**config.mk**
```make
export PLATFORM = sky130hd
export DESIGN_NAME = ahb_lite_master
export DESIGN_NICKNAME = d
export VERILOG_FILES = /design/src/rtl/ahb_lite_master.sv
export SDC_FILE = /design/constraint.sdc
export NUM_CORES = 1
export LEC_CHECK = 0
export CAP_MARGIN = 5
export CORE_MARGIN = 5
export CORE_UTILIZATION = 45
export CTS_BUF_LIST = sky130_fd_sc_hd__clkbuf_4
export DETAILED_ROUTE_END_ITERATION = 7
export PLACE_DENSITY = 0.77
export SYNTH_ARGS = -nofsm -noshare
export SYNTH_HDL_FRONTEND = slang
export SYNTH_SLANG_ARGS = --single-unit
```
**constraint.sdc**
```tcl
create_clock -name HCLK -period 2.4 [get_ports HCLK]
set_clock_uncertainty 0.1 [all_clocks]
set_input_delay 0.36 -clock HCLK [delete_from_list [all_inputs] [get_ports HCLK]]
set_output_delay 0.36 -clock HCLK [all_outputs]
set_load 0.02 [all_outputs]
```
**src/rtl/ahb_lite_master.sv**
```systemverilog
// Single AHB-Lite master: turns a command/write-data stream into pipelined AHB-Lite
// transfers with fixed-length INCR/WRAP bursts, BUSY insertion on late write data and ERROR abort.
module ahb_lite_master #(
  parameter logic [3:0] HPROT_VAL = 4'b0011
) (
  input  logic        HCLK,
  input  logic        HRESETn,
  input  logic        cmd_valid,
  output logic        cmd_ready,
  input  logic        cmd_write,
  input  logic [31:0] cmd_addr,
  input  logic [2:0]  cmd_size,
  input  logic [2:0]  cmd_burst,
  input  logic        wdata_valid,
  output logic        wdata_ready,
  input  logic [31:0] wdata,
  output logic        rdata_valid,
  output logic [31:0] rdata,
  output logic        done,
  output logic        err,
  output logic [31:0] HADDR,
  output logic [1:0]  HTRANS,
  output logic        HWRITE,
  output logic [2:0]  HSIZE,
  output logic [2:0]  HBURST,
  output logic [3:0]  HPROT,
  output logic        HMASTLOCK,
  output logic [31:0] HWDATA,
  input  logic        HREADY,
  input  logic        HRESP,
  input  logic [31:0] HRDATA
);

  localparam logic [1:0] ST_IDLE  = 2'd0;
  localparam logic [1:0] ST_ADDR  = 2'd1;
  localparam logic [1:0] ST_DRAIN = 2'd2;
  localparam logic [1:0] ST_ERR   = 2'd3;

  localparam logic [1:0] TR_IDLE   = 2'b00;
  localparam logic [1:0] TR_BUSY   = 2'b01;
  localparam logic [1:0] TR_NONSEQ = 2'b10;
  localparam logic [1:0] TR_SEQ    = 2'b11;

  logic [1:0]  state_q, state_d;
  logic [4:0]  beats_q, beats_d;
  logic [4:0]  beats_left_q, beats_left_d;
  logic [4:0]  beats_req_q, beats_req_d;
  logic [31:0] addr_mask_q, addr_mask_d;
  logic        buf_full_q, buf_full_d;
  logic [31:0] buf_data_q, buf_data_d;
  logic        dphase_q, dphase_d;
  logic [1:0]  htrans_q, htrans_d;
  logic [31:0] haddr_q, haddr_d;
  logic        hwrite_q, hwrite_d;
  logic [2:0]  hsize_q, hsize_d;
  logic [2:0]  hburst_q, hburst_d;
  logic [31:0] hwdata_q, hwdata_d;
  logic [31:0] rdata_q, rdata_d;
  logic        rdata_valid_q, rdata_valid_d;
  logic        done_q, done_d;
  logic        err_q, err_d;

  logic        addr_done;
  logic        data_done;
  logic        buf_free;
  logic        wfire;
  logic        issue_ok;
  logic [4:0]  left_n;
  logic [4:0]  cmd_beats;
  logic        cmd_wrap;
  logic [31:0] size_mask;
  logic [31:0] next_addr;

  function automatic logic [4:0] burst_beats(input logic [2:0] burst);
    case (burst)
      3'b010, 3'b011: burst_beats = 5'd4;
      3'b100, 3'b101: burst_beats = 5'd8;
      3'b110, 3'b111: burst_beats = 5'd16;
      default:        burst_beats = 5'd1;
    endcase
  endfunction

  assign cmd_beats = burst_beats(cmd_burst);
  assign cmd_wrap  = (cmd_burst == 3'b010) || (cmd_burst == 3'b100) || (cmd_burst == 3'b110);
  assign size_mask = (32'd1 << cmd_size) - 32'd1;

  // INCR keeps an all-ones mask so the wrap formula degenerates to a plain add.
  assign next_addr = (haddr_q & ~addr_mask_q) | ((haddr_q + (32'd1 << hsize_q)) & addr_mask_q);

  assign addr_done = HREADY & htrans_q[1];
  assign data_done = HREADY & dphase_q;
  assign buf_free  = ~buf_full_q | (addr_done & hwrite_q);
  assign cmd_ready = (state_q == ST_IDLE);
  assign wfire     = wdata_valid & wdata_ready;

  // Write data may be taken alongside the command itself so the first NONSEQ is not delayed.
  always_comb begin
    wdata_ready = 1'b0;
    case (state_q)
      ST_IDLE: wdata_ready = cmd_valid & cmd_write;
      ST_ADDR: wdata_ready = hwrite_q & buf_free & (beats_req_q < beats_q)
                             & ~(dphase_q & HRESP);
      default: wdata_ready = 1'b0;
    endcase
  end

  always_comb begin
    // NOTE: every next-state value starts from its current value (or a pulse default) so no
    // path through this block leaves a signal unassigned and infers a latch.
    state_d       = state_q;
    beats_d       = beats_q;
    beats_left_d  = beats_left_q;
    beats_req_d   = beats_req_q;
    addr_mask_d   = addr_mask_q;
    buf_full_d    = buf_full_q;
    buf_data_d    = buf_data_q;
    htrans_d      = htrans_q;
    haddr_d       = haddr_q;
    hwrite_d      = hwrite_q;
    hsize_d       = hsize_q;
    hburst_d      = hburst_q;
    hwdata_d      = hwdata_q;
    rdata_d       = rdata_q;
    rdata_valid_d = 1'b0;
    done_d        = 1'b0;
    err_d         = 1'b0;
    dphase_d      = HREADY ? htrans_q[1] : dphase_q;
    left_n        = beats_left_q;
    issue_ok      = 1'b0;

    if (data_done && !HRESP && !hwrite_q) begin
      rdata_d       = HRDATA;
      rdata_valid_d = 1'b1;
    end

    if (addr_done) begin
      haddr_d      = next_addr;
      left_n       = beats_left_q - 5'd1;
      beats_left_d = left_n;
      if (hwrite_q) begin
        hwdata_d   = buf_data_q;
        buf_full_d = 1'b0;
      end
    end

    if (wfire) begin
      buf_full_d  = 1'b1;
      buf_data_d  = wdata;
      beats_req_d = beats_req_q + 5'd1;
    end

    issue_ok = ~hwrite_q | buf_full_d;

    case (state_q)
      ST_IDLE: begin
        if (cmd_valid) begin
          hwrite_d     = cmd_write;
          hsize_d      = cmd_size;
          hburst_d     = (cmd_burst == 3'b001) ? 3'b000 : cmd_burst;
          beats_d      = cmd_beats;
          beats_left_d = cmd_beats;
          beats_req_d  = {4'd0, wfire};
          addr_mask_d  = cmd_wrap ? (({27'd0, cmd_beats} << cmd_size) - 32'd1) : 32'hFFFF_FFFF;
          haddr_d      = cmd_addr & ~size_mask;
          htrans_d     = (!cmd_write || wfire) ? TR_NONSEQ : TR_IDLE;
          state_d      = ST_ADDR;
        end
      end
      ST_ADDR: begin
        if (HREADY) begin
          if (left_n == 5'd0) begin
            htrans_d = TR_IDLE;
            state_d  = ST_DRAIN;
          end else if (issue_ok) begin
            htrans_d = (left_n == beats_q) ? TR_NONSEQ : TR_SEQ;
          end else begin
            htrans_d = (left_n == beats_q) ? TR_IDLE : TR_BUSY;
          end
        end
      end
      ST_DRAIN: begin
        if (data_done && !HRESP) begin
          done_d  = 1'b1;
          state_d = ST_IDLE;
        end
      end
      ST_ERR: begin
        if (HREADY) begin
          done_d  = 1'b1;
          err_d   = 1'b1;
          state_d = ST_IDLE;
        end
      end
      default: state_d = ST_IDLE;
    endcase

    // First ERROR cycle cancels the rest of the burst; the second one ends the command.
    if (dphase_q && HRESP) begin
      htrans_d     = TR_IDLE;
      beats_left_d = 5'd0;
      buf_full_d   = 1'b0;
      if (HREADY) begin
        done_d   = 1'b1;
        err_d    = 1'b1;
        dphase_d = 1'b0;
        state_d  = ST_IDLE;
      end else begin
        state_d  = ST_ERR;
      end
    end
  end

  always_ff @(posedge HCLK or negedge HRESETn) begin
    if (!HRESETn) begin
      state_q       <= ST_IDLE;
      beats_q       <= 5'd0;
      beats_left_q  <= 5'd0;
      beats_req_q   <= 5'd0;
      addr_mask_q   <= 32'd0;
      buf_full_q    <= 1'b0;
      buf_data_q    <= 32'd0;
      dphase_q      <= 1'b0;
      htrans_q      <= TR_IDLE;
      haddr_q       <= 32'd0;
      hwrite_q      <= 1'b0;
      hsize_q       <= 3'd0;
      hburst_q      <= 3'd0;
      hwdata_q      <= 32'd0;
      rdata_q       <= 32'd0;
      rdata_valid_q <= 1'b0;
      done_q        <= 1'b0;
      err_q         <= 1'b0;
    end else begin
      // NOTE: state is updated with non-blocking assignments so every flop samples the
      // pre-edge values computed above, independent of statement order.
      state_q       <= state_d;
      beats_q       <= beats_d;
      beats_left_q  <= beats_left_d;
      beats_req_q   <= beats_req_d;
      addr_mask_q   <= addr_mask_d;
      buf_full_q    <= buf_full_d;
      buf_data_q    <= buf_data_d;
      dphase_q      <= dphase_d;
      htrans_q      <= htrans_d;
      haddr_q       <= haddr_d;
      hwrite_q      <= hwrite_d;
      hsize_q       <= hsize_d;
      hburst_q      <= hburst_d;
      hwdata_q      <= hwdata_d;
      rdata_q       <= rdata_d;
      rdata_valid_q <= rdata_valid_d;
      done_q        <= done_d;
      err_q         <= err_d;
    end
  end

  assign HTRANS      = htrans_q;
  assign HADDR       = haddr_q;
  assign HWRITE      = hwrite_q;
  assign HSIZE       = hsize_q;
  assign HBURST      = hburst_q;
  assign HWDATA      = hwdata_q;
  assign HPROT       = HPROT_VAL;
  assign HMASTLOCK   = 1'b0;
  assign rdata       = rdata_q;
  assign rdata_valid = rdata_valid_q;
  assign done        = done_q;
  assign err         = err_q;

endmodule

```
==> impl_results.md, run 1 <==
- Status: finished, violations left
- Failing checks: setup timing
- Total of warnings raised by yosys: 0
- Gpl congestion: 0.893
- Htree depth: 4
- Worst-path fanout max: 5
- Mux share of post-synthesis cell area: 0.133
- CTS tree: done
- P_int: 9320 uW
- Hpwl dp: 17,100 um
- Post-route clock period utilization: 1.09
- Mapped Area: 0.00887 mm2
- Die width: 150 um
- Inserted Clock Buffers: 17
- Startpoint types: flip-flop
- Final core utilization: 0.656
- R2r setup slk: -210 ps
- Switching share of total power: 0.398
- Core Area: 0.0195 mm2
- WHS Endpoint: HADDR[16]
- Post-synthesis sequential area ratio: 0.510
- Number of synthesized flops with an enable pin: 0
- Top cell type's share of synthesized area: 0.510
- Total track usage: 0.207
- WP data required: 2780 ps
- IO Count: 224
- Worst relative slew slack: 0.631
- Initial Utilization: 0.456
- Vias: 7,181
- Vias per Instance: 5.25
- Number of setup violations in the final report: 26
- Asr flop ratio synth: 1.00
- Min Clock Period, post-route: 2610 ps
- GRT overflow: 0
- P_leak: 0.00541 uW
- Fin area: 0.0128 mm2
- Clock Power Share: 0.119
- HP Start: cmd_addr[16]
- Worst path bufs/invs: 4
- Hold-critical path depth: 3
- DRC viols: 0
- Most numerous cell on the critical path: buf_6
- Cells after Synth: 799
- Power density cells: 1210 mW/mm2
- DR iter-0 viols: 425
- Library cells used by synthesis: 78
- Adder-cell area share of the yosys netlist: 0.0248
- Top delay family on crit path: simple AND/OR/NAND/NOR gates
- Main combinational cell family by area after synthesis: simple AND/OR/NAND/NOR gates
- Top FF cell, synth: dfrtp_1
- Post-Synth Simple-Gate Area: 0.140
- Area contributors post-synth: dfrtp_1 (51%), mux2_2 (9.6%), nand2_1 (4.3%)
- Reg2reg path depth: 12
- Worst reg2reg path endpoint: HADDR[24]
- Pre-Repair DR Iteration Count: 4
- Critical-path cell with the highest stage delay: dfrtp_2
- WHS: 197 ps
- Compound-Gate Fraction of Synth Area: 0.110
- Synth Register Bits: 181
- Routed WL: 24,200 um
- Placement-stage cell area: 0.0119 mm2
- Fmax: 384 MHz
- Worst slew pin tran: 554 ps
- CP Capture Type: flip-flop
- Sw power: 6150 uW
- Gate power share: 0.523
- Crit-path cells: buf_6 -> nor3b_4 -> buf_4 -> fa_2 -> a211oi_4 -> nor3_4 -> o22ai_4 -> buf_12 -> buf_6 -> nor4_4 -> xnor2_1 -> o21ai_1
- XOR/XNOR share of the synthesized area: 0.0415
- Port Buffer Count: 218
- Part of the power in registers: 0.358
- Synth top cells by count: dfrtp_1 (181), nand2_1 (101), mux2_2 (76)
- Final ANT Viol Nets: 0
- Critical path class: reg2reg
- RSZ-0062 raised after global routing: yes
- Hold WC Path Type: in2reg
- Root buffer cell: clkbuf_4
- Setup_tns: -2970 ps
- Drt wl/cell: 17.7 um
- Die H: 150 um
- Fin nets: 1,216
- First-pass GRT wire length: 37,600 um
- Worst path max stage delay: 490 ps
- Area growth from synthesis to layout: 44.0%
- Worst ir drop on vdd: 0.777 mV
- Max_cap viols: 0
- Worst r2r src: HSIZE[1]
- Largest net degree at the start of global routing: 54
- Mapped Avg Cell Area: 11.1 um2
- FP Rows: 51
- Clock tree sinks: 181
- WP data arrival: 2980 ps
- Clock transition at path regs: 170 ps
- Post-route setup slack: -205 ps
- Final Slew Violations: 0
- Die area: 0.0226 mm2
- Layout cells sized above 1: 0.262
- Clock Latency Late Sink: 570 ps
- Initial antenna violation count: 1
- Cell taking the most area after synthesis: dfrtp_1
- Number of global-route vias before repair: 7,375
- Final hold violation count: 0
- Clock buffer depth: 2
- Most common cell in the netlist: dfrtp_1
-- placed cells by master (no fill, tap or decap), drive strengths merged, types with 5 or more instances in the layout --
master and n:
and3 10, a21o 6, nor3 12, a2111oi 8
nor2 49, buf 107, o211ai 5, nand4 6
dfrtp 181, inv 21, o22ai 7, xor2 9
a21oi 42, nand2b 5, nand2 102, a211oi 7
conb 5, clkinv 5, nor3b 5, xnor2 33
mux2 98, clkbuf 17, mux2i 8, o21ai 40
and2 7, nand3 19, clkdlybuf4s50 214, nor4 7
ha 16
-- flip-flops by register name, indices dropped and copies added (netlist names), 4 cells and up, named ones only --
| name | count |
|---|---|
| buf_data_q | 32 |
| rdata | 32 |
| beats_req_q | 5 |
| beats_left_q | 5 |
| HWDATA | 32 |
| beats_q | 4 |
| HADDR | 32 |
| addr_mask_q | 23 |
-- cell families (layout without fill, tap and decap cells) --
family                   count (synthesis)  in the layout
adder cells (fa/ha/maj)                 17             17
buffers and inverters                   68            369
flip-flops                             181            181
other                                    2              6
multiplexers                           106            106
XOR/XNOR                                42             42
AO/OA/AOI/OAI                          143            143
AND/OR/NAND/NOR                        240            240
-- worst reg2reg max path: stages, from the launching register on --
cell	delay [ps]
dfrtp_2	490
buf_6	140
nor3b_4	250
buf_4	160
fa_2	220
a211oi_4	80
nor3_4	190
o22ai_4	140
buf_12	150
buf_6	110
nor4_4	220
xnor2_1	160
o21ai_1	100
-- how the worst max path moves through the flow --
stage,start,end,slack (ps),cells past startpoint
5_1_grt,HSIZE[1],HADDR[24],-270,12
4_1_cts,beats_q[4],wdata_ready,-170,6
3_3_place_gp,HREADY,wdata_ready,-240,5
2_1_floorplan,HSIZE[2],HADDR[24],-80,11
6_report,HSIZE[1],HADDR[24],-210,12
3_5_place_dp,HREADY,wdata_ready,-240,5
-- metal layers --
layer,vias up,global-route usage,wire (um)
li1,3386,-,-
met1,3502,0.257,9330
met2,264,0.341,11900
met3,29,0.0828,2660
met4,0,0.0517,368
met5,-,0,0
-- power by group through the flow --
stage / Sequential, uW / Combinational [uW] / Clock [uW]
after floorplan: 6370 / 3170 / 0
after global placement: 5510 / 7180 / 0
after detailed placement: 5580 / 7320 / 0
after CTS: 5510 / 7610 / 1900
after global routing: 5760 / 8670 / 2020
final: 5540 / 8080 / 1840
-- through the flow --
step           total power (uW)  instances  worst slack, ps
2_1_floorplan              9540        802            -75.5
3_3_place_gp              12700       1312             -235
3_5_place_dp              12900       1312             -242
4_1_cts                   15000       1359             -171
5_1_grt                   16500       1369             -271
6_report                  15500       1369             -205
-- area by class of cell --
| cell class | instances | area [um2] |
|---|---|---|
| fillers | 1514 | 6690 |
| flip-flops and latches | 181 | 4530 |
| multi-input cells | 553 | 4410 |
| repair buffers | 323 | 3130 |
| well taps | 265 | 332 |
| clock inverters | 15 | 188 |
| clock buffers | 17 | 128 |
| inverters | 14 | 52.6 |
| diodes | 1 | 2.50 |
-- what timing repair did --
item | 4_1_cts | 5_1_grt
pin swaps | 34 | 45
hold buffers | 1 | 0
buffers inserted | 14 | 10
setup endpoints to repair | 25 | 31
endpoints found under the hold margin | 48 | 0
gates resized for setup | 46 | 46
(Power assumes the default switching activity.)
==> inputs of run 2 (changes only) <==
--- a/config.mk
+++ b/config.mk
@@ -6,11 +6,11 @@
 export NUM_CORES = 1
 export LEC_CHECK = 0
 export CAP_MARGIN = 5
-export CORE_MARGIN = 5
+export CORE_MARGIN = 2
 export CORE_UTILIZATION = 45
 export CTS_BUF_LIST = sky130_fd_sc_hd__clkbuf_4
 export DETAILED_ROUTE_END_ITERATION = 7
-export PLACE_DENSITY = 0.77
+export PLACE_DENSITY = 0.74
 export SYNTH_ARGS = -nofsm -noshare
 export SYNTH_HDL_FRONTEND = slang
 export SYNTH_SLANG_ARGS = --single-unit
==> constraint.sdc (replaced) <==
create_clock -name HCLK -period 3.4 [get_ports HCLK]
set_clock_uncertainty 0.1 [all_clocks]
set_input_delay 0.51 -clock HCLK [delete_from_list [all_inputs] [get_ports HCLK]]
set_output_delay 0.51 -clock HCLK [all_outputs]
set_load 0.02 [all_outputs]
==> run 2 against run 1 <==
Against the previous run:
- the flow now finishes without violations
- utilization shrank 5.9 points
- setup slack improved by 680 ps
- register-to-register slack better by 770 ps
- via count shrank 6.3%
- die area shrank 7.8%
- sequential power shrank 30%
- worst hold slack better by 100 ps
==> impl_results.md, run 2 (same netlist as run 1, synthesis figures left out) <==
- Met3 wire length: 1910 um
- Worst path max stage delay: 360 ps
- DRC viols: 0
- Htree depth: 4
- Worst slew pin tran: 705 ps
- Critical path class: reg2out
- Worst relative slew slack: 0.527
- Post-route clock period utilization: 0.860
- Clock tree sinks: 181
- DR iter-0 viols: 366
- Startpoint types: flip-flop
- Initial antenna violation count: 0
- Power density cells: 848 mW/mm2
- Clock transition at path regs: 170 ps
- Hpwl dp: 15,300 um
- Final hold violation count: 0
- IO Count: 224
- Vias per Instance: 5.24
- Die area: 0.0209 mm2
- Switching share of total power: 0.400
- Fin nets: 1,133
- Number of global-route vias before repair: 6,711
- First-pass GRT wire length: 34,100 um
- FP Rows: 51
- GRT overflow: 0
- CP Capture Type: output pin
- Number of setup violations in the final report: 0
- Initial Utilization: 0.457
- Total track usage: 0.208
- Area growth from synthesis to layout: 30.7%
- Most frequent cells in the layout: clkdlybuf4s50_1 (216), dfrtp_1 (181), nand2_1 (101)
- Root buffer cell: clkbuf_4
- Clock Latency Late Sink: 590 ps
- Commonest non-fill, non-tap cell in the layout: clkdlybuf4s50_1
- Critical-path cell with the highest stage delay: dfrtp_1
- Min Clock Period, post-route: 2920 ps
- Pre-Repair DR Iteration Count: 4
- Clock Power Share: 0.126
- Inserted Clock Buffers: 17
- Post-CTS setup buffers: 0
- Hold WC Path Type: in2async
- CTS tree: done
- Die width: 144 um
- Uppermost routed layer: met4
- P_leak: 0.00482 uW
- WP data arrival: 2310 ps
- Final ANT Viol Nets: 0
- Largest net degree at the start of global routing: 76
- Clock buffer depth: 2
- Part of the power in registers: 0.397
- Antenna cells: 0
- Core Area: 0.0194 mm2
- Routed wl met2: 9590 um
- Met1 Wirelength: 9060 um
- Layout cells sized above 1: 0.158
- Overall power: 9830 uW
- Drt wl/cell: 16.3 um
- # fillers: 1,678
- Port Buffer Count: 218
- Vias: 6,732
- Max_cap viols: 0
- Routed WL: 20,900 um
- P_int: 5900 uW
- Crit-path cells: inv_1 -> ha_1 -> nor4b_2 -> nor2_1 -> o31ai_4 -> dlymetal6s2s_1
- Gate power share: 0.477
- Worst ir drop on vdd: 0.445 mV
- Gpl congestion: 0.837
- RSZ-0062 raised after global routing: no
- Final Slew Violations: 0
- Status: completed
- Setup_tns: 0 ps
- WP data required: 2790 ps
- Worst-path fanout max: 3
- Fmax: 342 MHz
- Sw power: 3930 uW
- Die H: 144 um
==> run 2: changes by cell type in the layout (fill, tap and decap cells not counted), moves of 5 or more <==
cell	previous run	this run
buf_4	78	20
buf_6	23	1
ha_1	8	16
ha_4	8	0
o21ai_0	16	24
o21ai_1	23	16
buf_12	6	1
nor2_1	44	49
==> run 2: final cells by class <==
class	count	area (um2)	area share
sequential	181	4530	0.391
multi-input combinational	553	4020	0.347
timing repair buffer	240	2370	0.204
tap	265	332	0.0286
clock inverter	15	165	0.0142
clock buffer	17	128	0.0110
inverter	14	52.6	0.00453
==> run 2: power by group through the flow <==
stage	registers [uW]	clock network, uW	logic, uW
3_3_place_gp	3920	0	4640
4_1_cts	3910	1280	4740
2_1_floorplan	4490	0	2170
3_5_place_dp	3950	0	4720
6_report	3900	1240	4690
5_1_grt	4060	1360	5100
==> run 2: worst max-delay path, delay by kind of cell (launching register included) <==
kind / cells / cell delay, ps
adders and majority gates: 1 / 230
and+or+nand+nor: 2 / 410
DFF: 1 / 360
buffers and inverters: 2 / 400
AOI/OAI and AO/OA: 1 / 340
==> run 2: path summary, 6_finish.rpt <==
| path | start | depth (start not counted) | to | slack [ps] |
|---|---|---|---|---|
| setup / recovery | beats_q[2] | 6 | wdata_ready | 480 |
| hold / removal | HRESETn | 2 | addr_mask_q[2] | 300 |
| setup reg to reg | HSIZE[1] | 10 | HADDR[12] | 560 |
| hold reg to reg | addr_mask_q[25] | 2 | addr_mask_q[25] | 390 |
| max in group asynchronous | HRESETn | 3 | HWDATA[21] | 2070 |
| min in group HCLK | cmd_addr[30] | 3 | HADDR[30] | 330 |
==> run 2: routing by layer <==
layer,vias up,GRT usage
met5,-,0
met4,0,0.0664
met3,24,0.0712
met2,226,0.317
met1,3251,0.280
li1,3231,-
==> run 2: timing repair <==
item	4_1_cts	5_1_grt
resized for setup	0	1
setup endpoints to repair	0	1
hold endpoints to repair	47	0
hold buffers	1	0
==> run 2: through the flow <==
| step | utilization | hold WS, ps | cell area [um2] | std cells | setup WS [ps] |
|---|---|---|---|---|---|
| 6_report | 0.598 | 302 | 11600 | 1285 | 475 |
| 2_1_floorplan | - | 114 | 8880 | 802 | 643 |
| 3_3_place_gp | 0.582 | 352 | 11300 | 1252 | 428 |
| 4_1_cts | 0.598 | 273 | 11600 | 1285 | 6.84 |
| 3_5_place_dp | 0.582 | 365 | 11300 | 1252 | 372 |
| 5_1_grt | 0.598 | 308 | 11600 | 1285 | 275 |
==> inputs of run 3 (changes only) <==
--- a/config.mk
+++ b/config.mk
@@ -7,10 +7,10 @@
 export LEC_CHECK = 0
 export CAP_MARGIN = 5
 export CORE_MARGIN = 2
-export CORE_UTILIZATION = 45
+export CORE_UTILIZATION = 40
 export CTS_BUF_LIST = sky130_fd_sc_hd__clkbuf_4
 export DETAILED_ROUTE_END_ITERATION = 7
-export PLACE_DENSITY = 0.74
+export PLACE_DENSITY = 0.67
 export SYNTH_ARGS = -nofsm -noshare
 export SYNTH_HDL_FRONTEND = slang
 export SYNTH_SLANG_ARGS = --single-unit
==> run 3 against run 2 <==
Against the previous run:
- sequential power hardly changed
- setup slack worse by 260 ps
- highest routed layer is now met5
- critical endpoint unchanged
- critical path type unchanged
- sequential cell count stayed put
- clock power is 6% higher
- sequential share of layout area is 0.34 points lower
- utilization is 6.2 points lower
==> impl_results.md, run 3 (same netlist as run 1, synthesis figures left out) <==
- Number of setup violations in the final report: 0
- IO Count: 224
- Htree depth: 4
- Max_cap viols: 0
- CP Depth: 6
- Setup_tns: 0 ps
- Total track usage: 0.201
- Sw power: 4070 uW
- Overall power: 10,000 uW
- P_leak: 0.00484 uW
- WP data arrival: 2580 ps
- Worst reg2reg path endpoint: HADDR[31]
- Power density cells: 856 mW/mm2
- Critical path class: reg2out
- Placement-stage cell area: 0.0113 mm2
- Fin area: 0.0117 mm2
- Hold WC Path Type: in2reg
- Commonest non-fill, non-tap cell in the layout: clkdlybuf4s50_1
- Worst path max stage delay: 670 ps
- Core Area: 0.0218 mm2
- WP data required: 2790 ps
- First-pass GRT wire length: 37,900 um
- Area growth from synthesis to layout: 31.8%
- Critical-path cell with the highest stage delay: clkdlybuf4s50_1
- Reg2reg path depth: 8
- Final hold violation count: 0
- Post-CTS setup buffers: 0
- CP startpoint: beats_q[4]
- DR iter-0 viols: 230
- FP Rows: 54
- Status: completed
- Layout cells sized above 1: 0.160
- Die width: 153 um
- RSZ-0062 raised after global routing: no
- Largest net degree at the start of global routing: 93
- Antenna cells: 0
- GRT overflow: 0
- Placed Cells incl. Taps: 1,269
- Port Buffer Count: 218
- Post-route clock period utilization: 0.937
- Worst ir drop on vdd: 0.466 mV
- Vias: 6,771
- Vias per Instance: 5.20
- Die H: 153 um
- Crit path to: wdata_ready
- Worst path bufs/invs: 2
- Clock transition at path regs: 190 ps
- Worst-path fanout max: 3
- CP Capture Type: output pin
- Initial antenna violation count: 1
- Min Clock Period, post-route: 3190 ps
- CTS tree: done
- Crit-path cells: inv_1 -> ha_1 -> a21oi_1 -> nand3_2 -> o31ai_4 -> clkdlybuf4s50_1
- Clock buffer depth: 2
- Part of the power in registers: 0.392
- Switching share of total power: 0.406
- Fin nets: 1,135
- Number of global-route vias before repair: 7,193
- Gpl congestion: 0.831
- Hold_buf cts: 1
- Hpwl dp: 16,500 um
- Top delay family on crit path: buffers and inverters
- R2r setup slk: 620 ps
- DRC viols: 0
- Worst slew pin tran: 893 ps
- Routed WL: 22,900 um
- Most frequent cells in the layout: clkdlybuf4s50_1 (217), dfrtp_1 (181), nand2_1 (101)
- Initial Utilization: 0.407
- Drt wl/cell: 17.6 um
- Clock tree sinks: 181
- Hold-critical path depth: 3
- Startpoint types: flip-flop
- Clock Latency Late Sink: 580 ps
- Fmax: 314 MHz
- P_int: 5940 uW
- Pre-Repair DR Iteration Count: 4
- Die area: 0.0234 mm2
- Root buffer cell: clkbuf_4
- Inserted Clock Buffers: 17
- Final Slew Violations: 0
- Final ANT Viol Nets: 0
- Non-filler cells, final: 1,302
- Resized Gates After CTS: 0
- Worst r2r src: HSIZE[0]
- Clock Power Share: 0.132
- Gate power share: 0.475
- Worst relative slew slack: 0.404
==> run 3: cell types whose count changed in the layout (fill, tap and decap cells not counted), sizes merged <==
cell,change
buf,+2
clkdlybuf4s50,+1
clkinvlp,-2
clkinv,+6
inv,-4
dlymetal6s2s,-1
==> run 3: how the worst min path moves through the flow <==
stage | end | slack [ps] | from
detailed placement | addr_mask_q[0] | 370 | addr_mask_q[0]
global route | HADDR[30] | 310 | cmd_addr[30]
floorplan | HADDR[0] | 110 | HRESETn
global placement | addr_mask_q[0] | 360 | addr_mask_q[0]
finish | HADDR[30] | 350 | cmd_addr[30]
CTS | HADDR[30] | 300 | cmd_addr[30]
==> run 3: layout make-up <==
class,instances,area [um2]
sequential,181,4530
fill,1932,10100
clock inverter,15,210
clock buffer,17,128
inverter,14,52.6
tap,280,350
multi-input combinational,553,4020
timing repair buffer,242,2400
==> run 3: per-stage QoR <==
step                       util  setup slack, ps  hold slack [ps]
after floorplan               -              643              114
after global placement    0.520              517              356
after detailed placement  0.520              483              367
after CTS                 0.536              128              302
after global routing      0.536             58.5              308
final                     0.536              214              351
==> run 3: worst reg2reg max path: stages (launching register included) <==
cell	delay, ps
dfrtp_1	570
nor3b_1	390
ha_1	220
a21oi_1	60
nand4b_1	210
a21o_4	310
a2111oi_4	470
nand2_1	100
a31o_2	260
==> run 3: power by group through the flow <==
stage	Sequential (uW)	Combinational (uW)	Clock, uW
after floorplan	4490	2170	0
after global placement	3950	4730	0
after detailed placement	3980	4790	0
after CTS	3940	4810	1380
after global routing	4090	5170	1450
final	3930	4760	1320
==> run 3: routing by layer <==
metal	wire, um	GRT usage	vias to the layer above	share of wire
li1	-	-	3221	-
met1	9440	0.247	3312	0.41
met2	10900	0.328	209	0.47
met3	2220	0.0825	27	0.097
met4	354	0.0560	2	0.015
met5	16	0	-	0.00070
